`src/rtl/his_peak_finder.sv`:
```
// Scans one completed histogram bank, finds the 3-bin window with the largest sum and the
// minimum single-bin count, and hands the result downstream over a valid/ready handshake.
module his_peak_finder #(
  parameter int unsigned NB      = 8,
  parameter int unsigned BIN_NUM = 256,
  parameter int unsigned CNT_W   = 16,
  localparam int unsigned SUM_W  = CNT_W + 2
) (
  input  logic             clk,
  input  logic             res,
  input  logic             start,
  input  logic             his_sel,
  output logic             rd_en,
  output logic             rd_sel,
  output logic [NB-1:0]    rd_addr,
  input  logic [CNT_W-1:0] rd_data,
  output logic             peak_valid,
  input  logic             peak_ready,
  output logic [NB-1:0]    peak_bin,
  output logic [SUM_W-1:0] peak_sum,
  output logic [CNT_W-1:0] ambient,
  output logic             peak_found,
  output logic             busy,
  output logic             start_drop
);

  localparam logic [NB-1:0] LastAddr = NB'(BIN_NUM - 1);

  typedef enum logic [1:0] {StIdle, StRead, StDrain, StHold} state_e;

  state_e           state_q, state_d;
  logic             rd_en_d, rd_sel_d, valid_d, busy_d, drop_d;
  logic [NB-1:0]    addr_d;
  logic             clear, load;

  // Read data belongs to the address issued one cycle earlier.
  logic             dv_q;
  logic [NB-1:0]    idx_q;
  logic [CNT_W-1:0] win0_q, win1_q;
  logic [SUM_W-1:0] max_q, max_d, win_sum;
  logic [NB-1:0]    bin_q, bin_d;
  logic [CNT_W-1:0] min_q, min_d;

  always_comb begin
    state_d  = state_q;
    rd_en_d  = 1'b0;
    addr_d   = rd_addr;
    rd_sel_d = rd_sel;
    valid_d  = peak_valid;
    clear    = 1'b0;
    load     = 1'b0;
    unique case (state_q)
      StIdle: begin
        if (start) begin
          state_d  = StRead;
          rd_en_d  = 1'b1;
          addr_d   = '0;
          rd_sel_d = his_sel;
          clear    = 1'b1;
        end
      end
      StRead: begin
        if (rd_addr == LastAddr) begin
          state_d = StDrain;
        end else begin
          rd_en_d = 1'b1;
          addr_d  = rd_addr + NB'(1);
        end
      end
      StDrain: begin
        state_d = StHold;
        valid_d = 1'b1;
        load    = 1'b1;
      end
      StHold: begin
        if (peak_ready) begin
          state_d = StIdle;
          valid_d = 1'b0;
        end
      end
      default: state_d = StIdle;
    endcase
    busy_d = (state_d != StIdle);
    drop_d = start && (state_q != StIdle);
  end

  // The final bin arrives during DRAIN, so the result is taken from the next-state values.
  always_comb begin
    win_sum = SUM_W'(rd_data) + SUM_W'(win0_q) + SUM_W'(win1_q);
    max_d   = max_q;
    bin_d   = bin_q;
    min_d   = min_q;
    if (dv_q) begin
      if (rd_data < min_q) min_d = rd_data;
      if (idx_q >= NB'(2) && win_sum > max_q) begin
        max_d = win_sum;
        bin_d = idx_q - NB'(1);
      end
    end
  end

  always_ff @(posedge clk or posedge res) begin
    if (res) begin
      state_q    <= StIdle;
      rd_en      <= 1'b0;
      rd_sel     <= 1'b0;
      rd_addr    <= '0;
      peak_valid <= 1'b0;
      busy       <= 1'b0;
      start_drop <= 1'b0;
    end else begin
      state_q    <= state_d;
      rd_en      <= rd_en_d;
      rd_sel     <= rd_sel_d;
      rd_addr    <= addr_d;
      peak_valid <= valid_d;
      busy       <= busy_d;
      start_drop <= drop_d;
    end
  end

  always_ff @(posedge clk or posedge res) begin
    if (res) begin
      dv_q   <= 1'b0;
      idx_q  <= '0;
      win0_q <= '0;
      win1_q <= '0;
      max_q  <= '0;
      bin_q  <= '0;
      min_q  <= '0;
    end else begin
      dv_q  <= rd_en;
      idx_q <= rd_addr;
      if (clear) begin
        win0_q <= '0;
        win1_q <= '0;
        max_q  <= '0;
        bin_q  <= '0;
        min_q  <= '1;
      end else if (dv_q) begin
        win0_q <= rd_data;
        win1_q <= win0_q;
        max_q  <= max_d;
        bin_q  <= bin_d;
        min_q  <= min_d;
      end
    end
  end

  always_ff @(posedge clk or posedge res) begin
    if (res) begin
      peak_bin   <= '0;
      peak_sum   <= '0;
      ambient    <= '0;
      peak_found <= 1'b0;
    end else if (load) begin
      peak_bin   <= bin_d;
      peak_sum   <= max_d;
      ambient    <= min_d;
      peak_found <= (max_d != '0);
    end
  end

endmodule

```
`config.mk`:
```
export PLATFORM = sky130hd
export DESIGN_NAME = his_peak_finder
export DESIGN_NICKNAME = d
export VERILOG_FILES = /design/src/rtl/his_peak_finder.sv
export SDC_FILE = /design/constraint.sdc
export NUM_CORES = 1
export LEC_CHECK = 0
export ABC_AREA = 1
export CORE_MARGIN = 2
export CORE_UTILIZATION = 31
export DETAILED_ROUTE_END_ITERATION = 10
export PLACE_DENSITY = 0.51
export REMOVE_ABC_BUFFERS = 1
export SYNTH_ARGS = -nofsm -noshare
export SYNTH_HDL_FRONTEND = slang
export SYNTH_SLANG_ARGS = --single-unit
export TNS_END_PERCENT = 10
```
`constraint.sdc`:
```
create_clock -name clk -period 6 [get_ports clk]
set_input_delay 1.2 -clock clk [delete_from_list [all_inputs] [get_ports clk]]
set_output_delay 1.2 -clock clk [all_outputs]
set_load 0.005 [all_outputs]
```
* Yosys cells after proc, flatten, opt, wreduce, memory -nomap -nowiden
Index checks and enable logic that the tools add are counted.
Storage, ports and cells: register bits after elaboration 141, input port bits 21, output and inout bits 56, logic and storage cells 74
Operators by class: add/subtract/negate cells 4, order comparisons 3, equal/unequal tests 7, multiplexer cells 30, reductions and logical operators 12
Operators by type and width (number):
- $mux 16 | 8
- $mux 18 | 4
- $mux 8 | 6
- $add 17x16->18 | 1
- $gt 18x18->1 | 1
- $reduce_bool 18->1 | 1
- $add 16x16->17 | 1
- $lt 16x16->1 | 1
- $pmux 8 s2 | 1
- $reduce_bool 2->1 | 5
- $add 8x1->8 const B | 1
- $eq 8x8->1 const B | 1
- $ge 8x2->1 const B | 1
- $pmux 2 s4 | 1
- $sub 8x1->8 const B | 1
- $mux 2 | 3
- $ne 2x2->1 const B | 3
- $mux 1 | 5
- $eq 2x2->1 const B | 2
- $pmux 1 s2 | 2
- $reduce_and 2->1 | 2
- $reduce_and 3->1 | 1
- $eq 2x1->1 const B | 1
- $logic_and 1x1->1 | 2
- $logic_not 2->1 | 1

* Depth between registers and ports, before layout
depth after elaboration 8, depth in mapped cells 32, depth with buffers taken out 31

* Worst setup path before layout
No wires, ideal clock.
kind input to register, from input port rd_data[1], to register peak_found, setup time 117 ps, data arrival time 4632 ps, data required time 5883 ps, path slack 1252 ps, stages on the path 26, path buffers 1, cells stage by stage inv_1 fa_1 inv_1 ha_1 fa_1 nand3_1 nand3_1 nand2_1 nand2_1 a21oi_1 o21ai_0 ha_1 nand2_1 nor2_2 inv_2 nor2_2 nand3b_1 nand3_2 nand2_4 buf_6 o21ai_2 nand3_1 nor2_1 nand2_1 nand2_1 nand2_1
On the way: cells in the longest elaborated chain, start to end 7
Ends and longest elaborated chain:
- start: declaration | line 16 | input logic [CNT_W-1:0] rd_data,
- $add 16x16->17 (*) | line 89 | win_sum = SUM_W'(rd_data) + SUM_W'(win0_q) + SUM_W'(win1_q);
- $add 17x16->18 (*) | line 89
- $gt 18x18->1 | line 95 | if (idx_q >= NB'(2) && win_sum > max_q) begin
- $logic_and 1x1->1 | line 95
- $mux 18 (*) | line 95
- $mux 18 (*) | line 93 | if (dv_q) begin
- $reduce_bool 18->1 (*) | line 160 | peak_found <= (max_d != '0);
- end signal: assignment | line 160
- end: declaration | line 22 | output logic peak_found,
Every way passes the cells marked *; elsewhere a longest branch is shown, timed or not. A chain may end at the register's enable or synchronous reset.

* Worst setup path in the final report
Ends and elaborated chain as after synthesis.

==> run metrics <==
WP buf/inv=5; largest net degree at the start of global routing=106; Final period util=90.22%; vias post-DR=approximately 6000; Clock Tree Root=clkbuf_16; H-Tree Level Count=4; Yosys top cell area share=between 40 and 50%; dpl hpwl=13100 µm; CP delay by family, top=simple AND/OR/NAND/NOR gates; initial core utilization=roughly a third; Clock Latency Late Sink=420 ps; CTS tree=yes; Area contributors post-synth=dfrtp_1 (45%), nand2_1 (13%), ha_1 (8.2%), inv_1 (7.0%), fa_1 (4.4%); layout cells sized above 1=5.860%; initial antenna violation count=0; Worst-Margin Slew=1042 ps; first-pass GRT wire length=30990 µm; Min-Delay Path Class=reg2reg; area leader, netlist=dfrtp_1; Detail Route Antenna Nets=0; Mapped Cells=950; Mapped Avg Cell Area=8.182 µm²; Post-Route WL=about 18000 µm; Worst R2R Setup Slack=1600 ps; register area=3528 µm²; Hold Buf Count CTS=0; post-CTS sizing=0; Post-CTS Setup Inserts=0; # nets final=1117; max-cap violations=0; Starting DRT DRC Count=249; crit path from=rd_data[1]; Port Buffer Count=76; Ports=77; CP Depth=29; Die H=between 150 and 200 µm; First-pass DRT Iterations=4; core area=24460 µm²; FF-to-FF Start=win0_q[1]; most frequent cells in the layout=nand2_1 (261), inv_1 (143), dfrtp_1 (141); Clock Skews=10.35 ps; gpl congestion=0.8261; Critical Path End=peak_found; ant diodes=0; Final Hold Vio Count=0; R2R cell count=28; vias in the first global route=approximately 6300; unrepaired setup endpoints after global routing=false; GRT Total Usage=between 10% and 20%; Clock Tree Buf Depth=2; Netlist cell types=37; fin area=between 9000 and 10000 µm²; most common cell after layout, fill and taps aside=nand2_1; Tmin final=5413 ps; Post-DP Area=8891 µm²; Yosys reg bits=approximately 140; Synth Warn #=0; multi-input logic area=3550 µm²; total negative slack=0 ps; FMAX=between 0.15 and 0.2 GHz; critical path's most frequent cell=nand2_1; # rows=57; worst-path maximum fanout=12; via/cell ratio=4.446; Clock Sinks=141; Data arrival, critical path=5730 ps; max-slew violation count=0; routed len/inst=13.31 µm; CP Launch Type=primary input; max_slew headroom=30.33%; pre-CTS setup slack=136.8 ps; slowest stage cell, crit path=fa_1; Min Hold Slack=382.3 ps; critical path type=in2reg; PnR worst setup slack=between 500 and 600 ps; TritonCTS buffer count=17; fillers=2516; clk slew on worst S/H paths=approximately 70 ps; Syn Std Cell Area=7772 µm²; Largest stage delay, worst path=roughly 540 ps; CP Capture Type=register; sequential share of the synthesized area=a little under half; die area=26350 µm²; GR Overflow Total=0; WHS Path Cells=0; # DRC=0; final setup fails=0; reg2reg end=peak_found; status=complete, no violations; Die Wd=between 150 and 200 µm; WP data required=6320 ps; P&R area growth vs syn=22.26%
[routing by layer]
layer	wire, µm	up-vias	track usage, %
met5	0	-	0
met4	167	0	4.827
met3	667	10	3.692
met2	8354	81	24.16
met1	8973	2808	19.47
li1	-	3170	-
[sequential cells by signal, summed over array words and instances, names as in the netlist, 2 cells and up]
register	flops
peak_bin	8
bin_q	8
min_q	16
ambient	16
rd_addr	8
idx_q	8
max_q	18
win0_q	16
state_q	2
win1_q	16
peak_sum	18
[metrics by stage]
step	std cells	util, %
finish	1365	38.85
global route	1365	38.85
CTS	1365	38.85
detailed placement	1333	36.35
global placement	1333	36.35
floorplan	922	-
[Yosys cell counts (all sizes together)]
library cell and instances:
nand2 265, inv 149, dfrtp 141, o21ai 83, nor2 72, nand3 62
ha 51, a21oi 28, clkbuf 21, o22ai 18, fa 17, buf 7
xor2 7, nand4 6, xnor2 5, nand3b 4, nor3 4, a21o 2
a2111oi 1, a31oi 1, nor4 1, o211ai 1, o21bai 1, o31ai 1
o32ai 1, or2 1
[area by class of cell]
type,instances,share of cell area (%)
inverter,149,5.938
tap,324,4.266
clock inverter,15,1.962
clock buffer,17,4.477
timing repair buffer,87,8.874
sequential,141,37.13
multi-input combinational,632,37.35
[worst min-delay path by stage]
stage                 to  slack (ps)  start
floorplan           dv_q         380  rd_en
global placement    dv_q         370  rd_en
detailed placement  dv_q         370  rd_en
CTS                 dv_q         390  rd_en
global route        dv_q         400  rd_en
finish              dv_q         380  rd_en
[cell families after synthesis]
group | Yosys count | share of synthesized area [%]
adder cells (fa/ha/maj) | 68 | 12.59
AO/OA/AOI/OAI | 137 | 9.723
XOR/XNOR | 12 | 1.352
flip-flops | 141 | 45.40
buffers and inverters | 177 | 8.967
AND/OR/NAND/NOR | 415 | 21.97
Power is not shown: default switching activity piles up to over one toggle a cycle in this logic, so the estimate is an artifact.
